File: src/rtl/shift_window_ctrl.sv
// Sequencer for a DEPTH-stage word shift chain: shift enable/clear, tap count and window handshake.
// Optional partial-window timeout is built when SHIFT_CTRL_TIMEOUT_EN is defined.
module shift_window_ctrl #(
    parameter int WIDTH   = 32,
    parameter int DEPTH   = 3,
    parameter int TIMEOUT = 16
) (
    input  logic                             i_clk,
    input  logic                             i_reset,
    input  logic                             i_mode,
    input  logic                             i_flush,
    input  logic                             i_in_valid,
    output logic                             o_in_ready,
    input  logic [WIDTH-1:0]                 i_in_data,
    output logic                             o_shift_en,
    output logic [WIDTH-1:0]                 o_shift_data,
    output logic                             o_chain_clr,
    output logic                             o_win_valid,
    input  logic                             i_win_ready,
    output logic [$clog2(DEPTH+1)-1:0]       o_win_count,
    output logic                             o_win_partial,
    output logic                             o_busy
);
    localparam int CNT_W = $clog2(DEPTH+1);

    typedef enum logic [1:0] {IDLE, FILL, FULL} state_t;

    state_t           state, state_nxt;
    logic [CNT_W-1:0] count, count_nxt;
    logic             partial;
    logic             accept, consume;

`ifdef SHIFT_CTRL_TIMEOUT_EN
    localparam int TMR_W = $clog2(TIMEOUT+1);
    logic [TMR_W-1:0] timer, timer_nxt;
    logic             partial_nxt;

    always_ff @(posedge i_clk or posedge i_reset) begin
        if (i_reset) begin
            timer   <= '0;
            partial <= 1'b0;
        end else begin
            timer   <= timer_nxt;
            partial <= partial_nxt;
        end
    end
`else
    assign partial = 1'b0;
`endif

    always_ff @(posedge i_clk or posedge i_reset) begin
        if (i_reset) begin
            state <= IDLE;
            count <= '0;
        end else begin
            state <= state_nxt;
            count <= count_nxt;
        end
    end

    always_comb begin
        state_nxt = state;
        count_nxt = count;
`ifdef SHIFT_CTRL_TIMEOUT_EN
        partial_nxt = partial;
        timer_nxt   = '0;
`endif
        if (i_flush) begin
            state_nxt = IDLE;
            count_nxt = '0;
`ifdef SHIFT_CTRL_TIMEOUT_EN
            partial_nxt = 1'b0;
`endif
        end else if (consume && (!i_mode || partial)) begin
            state_nxt = IDLE;
            count_nxt = '0;
`ifdef SHIFT_CTRL_TIMEOUT_EN
            partial_nxt = 1'b0;
`endif
        end else if (consume) begin
            // sliding: oldest word drops out, an accepted word refills the window
            count_nxt = CNT_W'(DEPTH-1) + CNT_W'(accept);
            state_nxt = accept ? FULL : FILL;
        end else if (accept) begin
            count_nxt = count + 1'b1;
            state_nxt = (count + 1'b1 == CNT_W'(DEPTH)) ? FULL : FILL;
`ifdef SHIFT_CTRL_TIMEOUT_EN
        end else if (state == FILL) begin
            if (timer == TMR_W'(TIMEOUT-1)) begin
                state_nxt   = FULL;
                partial_nxt = 1'b1;
            end else begin
                timer_nxt = timer + 1'b1;
            end
`endif
        end
    end

    always_comb begin
        o_win_valid   = (state == FULL) && !i_flush;
        o_in_ready    = !i_reset && !i_flush &&
                        ((state != FULL) || (i_mode && i_win_ready && !partial));
        accept        = i_in_valid && o_in_ready;
        consume       = o_win_valid && i_win_ready;
        o_shift_en    = accept;
        o_shift_data  = i_in_data;
        o_chain_clr   = i_flush && !i_reset;
        o_win_count   = count;
        o_win_partial = partial;
        o_busy        = (state != IDLE);
    end
endmodule

File: config.mk
export PLATFORM = sky130hd
export DESIGN_NAME = shift_window_ctrl
export DESIGN_NICKNAME = d
export VERILOG_FILES = /design/src/rtl/shift_window_ctrl.sv
export SDC_FILE = /design/constraint.sdc
export NUM_CORES = 1
export LEC_CHECK = 0
export ABC_CLOCK_PERIOD_IN_PS = 1230
export CORE_MARGIN = 2
export CORE_UTILIZATION = 22
export CTS_BUF_LIST = sky130_fd_sc_hd__clkbuf_4
export DETAILED_ROUTE_END_ITERATION = 7
export GPL_TIMING_DRIVEN = 0
export PLACE_DENSITY = 0.84
export SLEW_MARGIN = 20
export SYNTH_ARGS = -nofsm -noshare
export SYNTH_HDL_FRONTEND = slang
export SYNTH_SLANG_ARGS = --single-unit
export TNS_END_PERCENT = 5
File: constraint.sdc
create_clock -name i_clk -period 1.23 [get_ports i_clk]
set_input_delay 0.246 -clock i_clk [delete_from_list [all_inputs] [get_ports i_clk]]
set_output_delay 0.246 -clock i_clk [all_outputs]
set_load 0.02 [all_outputs]
======== Word-level counts from Yosys, hierarchy flattened ========
Index checks and enable logic that the tools add are counted.
cells by class
  $add $sub $neg .......................... 2
  equal/unequal tests ..................... 3
  mux-type cells .......................... 10
  reductions and logical operators ........ 14
operator list
  operator                                                       count
  2-bit 2-to-1 mux                                               10
  1-bit logical AND                                              8
  2-bit equality test, second input constant                     2
  4-bit nonzero test                                             1
  1-bit zero test                                                3
  2-bit by 1-bit adder with 2-bit output, first input constant   1
  2-bit by 1-bit adder with 2-bit output, second input constant  1
  2-bit inequality test, second input constant                   1
  2-bit nonzero test                                             1
  1-bit logical OR                                               1
word-level totals
  bits in registers ....................... 4
  output and inout port bits .............. 40
  logic and storage cells ................. 31

======== Longest topological paths before layout ========
  depth after elaboration ................. 8
  gate-level depth with buffers ........... 6
  depth with buffers taken out ............ 6

======== Worst setup path after synthesis ========
Ideal clock, no wire load.
  path type ............................... register -> register
  start point ............................. register state[1]
  end point ............................... register state[0]
  library setup time ...................... 0.133 ns
  data arrival time ....................... 1.165 ns
  slack ................................... -0.068 ns
  stages on the path, launching flop included .. 5
  path buffers ............................ 0
  period minus slack after synthesis ...... 1.298 ns
  cells stage by stage .................... dfrtp_1 > nor3b_2 > nand2_1 > a21oi_2 > a31oi_1
between the ends
  elaborated cells between the ends (all ways) .. 13
  classes of those cells .................. eq/ne (2); mux (4); reduce/logical (7)
RTL lines
  element                                                       RTL line  source
  start, declared                                               28        state_t state, state_nxt;
  start signal, assigned                                        56        state <= state_nxt;
  2-bit equality test (*)                                       100       o_win_valid = (state == FULL) && !i_flush;
  1-bit logical AND (*)                                         100
  named net o_win_valid                                         18        output logic o_win_valid,
  1-bit logical AND (*)                                         104       consume = o_win_valid && i_win_ready;
  2-bit 2-to-1 mux / 1-bit logical AND (equally long branches)  80, 74
  2-bit 2-to-1 mux                                              74        end else if (consume && (!i_mode || partial)) begin
  2-bit 2-to-1 mux                                              68        if (i_flush) begin
The timed path passes the listed nets; every way through them passes the cells marked *.
A chain may end at the register's enable or synchronous reset.

======== Worst setup path after layout ========
  start point ............................. register state[0]
  end point ............................... output port o_shift_en
between the ends
  word-level cells in the longest chain between the ends .. 4
ends and longest elaborated chain
  element                RTL line  source
  2-bit inequality test  102       ((state != FULL) || (i_mode && i_win_ready && !partial));
  1-bit logical OR       102
  1-bit logical AND      101       o_in_ready = !i_reset && !i_flush &&
  1-bit logical AND      103       accept = i_in_valid && o_in_ready;
  end, declared          15        output logic o_shift_en,
No other way between the ends.

==> metrics.md <==
| Metric | Value |
|---|---|
| DP Worst Slack | -0.898 ns |
| Switching part of the total | between 30% and 40% |
| Post-Syn Nets | 105 |
| Worst-path clk slew | 0.04 ns |
| Grt total ovfl | 0 |
| Cell Int Power | 0.487 mW |
| Flops & latches, synth | 4 |
| Final cycle utilization of the critical path | 117% |
| CP Cell Sequence | nand2b_4, o211ai_4, inv_2, buf_6 |
| Initial Utilization | a little under a quarter |
| Clock sink count | 4 |
| CP top delay family | flip-flops |
| Clk buf depth | 2 |
| Pwr Density | ~670 mW/mm2 |
| Max Cap Viol | 0 |
| Warnings from Yosys | 0 |
| Largest net degree at the start of global routing | 7 |
| CP Capture Type | output port |
| Sequential Power Share | between 20% and 30% |
| Post-Syn Area per Cell | 8.27 um2 |
| Crit-path max FO | 4 |
| Vias in the first global route | between 500 and 600 |
| LEAKAGE | around 0.52 nW |
| Initial antenna violation count | 0 |
| Final GP Congestion | 0.597 |
| Worst skew pair latency | 0.24 ns |
| Max Freq | 694 MHz |
| Number of distinct library cells after synthesis | 23 |
| Reg area | 103 um2 |
| Via count of the routed design | 582 |
| CP Data Required Time | 0.98 ns |
| CTS tree | built |
| Die area | 0.00289 mm2 |
| Critical path class | flip-flop to output port |
| Routed Antenna Nets | 0 |
| Residual DRC count | 0 |
| Buffers added on ports | between 40 and 50 |
| Mapped Area | approximately 550 um2 |
| First-pass GRT wire length | 2230 um |
| Fill count | between 200 and 250 |
| Commonest non-fill, non-tap cell in the layout | buf_4 |
| Hold buffer count at CTS | 0 |
| Area growth syn-to-layout | 97.5% |
| Setup slack after layout | -0.211 ns |
| DRT Pass-1 Iters | 4 |
| Startpoint Class | flip-flop |
| DP HPWL | 1260 um |
| Hold Crit Class | primary input to async pin |
| Core Region | 0.00241 mm2 |
| Final Hold Viols | 0 |
| DIE HEIGHT | 53.8 um |
| Root buffer cell | clkbuf_4 |
| Combinational power share | 51.1% |
| Most frequent cells in the layout | buf_4 (36), clkdlybuf4s50_1 (33), clkbuf_4 (4) |
| Post-synth top flop | dfrtp_1 |
| Worst path slowest cell | dfrtp_1 |
| Ant. Diodes | 0 |
| TritonCTS Buffers | 3 |
| Async SR Flop Fraction | 100% |
| Routed WL per cell | between 10 and 15 um |
| Overall routed net length | 1480 um |
| WP buf/inv | 2 |
| Unrepaired setup endpoints after global routing | yes |
| Peak VDD IR | 0.614 mV |
| Period minus WS final | between 1 and 1.5 ns |
| Hold_ws | 0.0985 ns |
| Htree depth | 1 |
| Layout cells sized above 1 | around 52% |
| FP Rows | 18 |
| Status | finished, violations left |
| Synth Instances | 66 |
| Failing checks | negative setup slack |
| Gr usage total | 10.9% |
| Net switching power | 0.231 mW |
| Final count of pins violating max slew | 0 |
| Seq/Total Area, Yosys | 18.3% |
| Die boundary width | 53.8 um |
| Endpoints failing setup | 7 |
| Post-synth EDFFs | 0 |
| Layout Nets | 157 |
| Clk network pwr share | 28.1% |
| DR vias/cell | 3.96 |
| CP Data Arrival Time | between 1 and 1.5 ns |
| Worst Skew | 0.00508 ns |
| 1st-iter DRT viols | 2 |
| Crit path largest cell delay | 0.41 ns |
| I/O Pins | 78 |
| Area occupied by multi-input gates | 203 um2 |
cells in the mapped netlist, types with 2 or more instances:
| cell type | number | area, um2 |
|---|---|---|
| buf_4 | 33 | 248 |
| inv_1 | 4 | 15.0 |
| a31oi_1 | 2 | 12.5 |
| nor2b_1 | 2 | 12.5 |
| o21ai_1 | 2 | 10.0 |
| nand2_1 | 2 | 7.51 |
| a21oi_1 | 2 | 10.0 |
| dfrtp_1 | 4 | 100 |
layer usage:
layer	global-route usage (%)	vias to the layer above	part of all wire [%]	routed length, um
met5	0	-	0	0
met4	3.85	0	0.74	11
met3	6.94	2	18	260
met2	16.7	57	44	657
met1	12.2	244	37	548
li1	-	279	-	-
cells by family (layout without fill, tap and decap cells):
kind of cell	Yosys count	after routing	share of synthesized area, %
buffers and inverters	38	89	48.9
AOI/OAI and AO/OA	11	11	16.1
and+or+nand+nor	11	11	13.8
DFF	4	4	18.3
adders and majority gates	1	1	2.29
other	1	1	0.687
registers in the layout (all words and copies together), names as in the netlist:
register     cells
o_win_count      2
state            2
stage by stage:
| step | total power, mW | cell area, um2 | cells | util (%) | setup TNS [ns] |
|---|---|---|---|---|---|
| after floorplan | 0.360 | 553 | 66 | - | 0 |
| after global placement | 0.510 | 1030 | 140 | 42.8 | -4.07 |
| after detailed placement | 0.519 | 1030 | 140 | 42.8 | -4.50 |
| after CTS | 0.729 | 1080 | 147 | 45.0 | -0.885 |
| after global routing | 0.766 | 1080 | 147 | 44.7 | -0.954 |
| final | 0.718 | 1080 | 147 | 44.7 | -0.554 |
worst paths after layout:
check / start / to / slack (ns) / depth (start not counted)
max in group asynchronous: i_reset / state[1] / 0.96 / 2
hold / removal: i_reset / o_win_count[1] / 0.1 / 2
hold reg to reg: state[1] / state[1] / 0.58 / 1
min in group i_clk: i_flush / state[0] / 0.45 / 3
setup / recovery: state[0] / o_shift_en / -0.21 / 4
setup reg to reg: state[0] / state[1] / -0.04 / 5
cell type report:
class | count | share of cell area (%)
timing repair buffer | 47 | 40.7
multi-input combinational | 24 | 18.8
clock buffer | 4 | 2.79
tap | 30 | 3.48
buffer | 33 | 23.0
inverter | 5 | 1.74
sequential | 4 | 9.52
repair_timing:
item                                    4_1_cts  5_1_grt
endpoints found under the setup margin       11       11
gates resized for setup                      31       13
pin swaps                                     1        2
setup buffers                                 3        0
worst reg2reg max path, stage by stage, from the launching register on:
cell and delay, ns:
dfrtp_1 0.41, nand2b_4 0.17, o211ai_4 0.19, buf_4 0.17, a21oi_2 0.04, a31o_1 0.18
power by group through the flow:
stage          logic, mW  registers (mW)  clock network, mW
2_1_floorplan      0.206           0.154                  0
3_3_place_gp       0.361           0.149                  0
3_5_place_dp       0.368           0.150                  0
4_1_cts            0.371           0.148              0.210
5_1_grt            0.395           0.150              0.220
6_report           0.367           0.149              0.202
No activity file was read; power rests on OpenSTA's default activity.
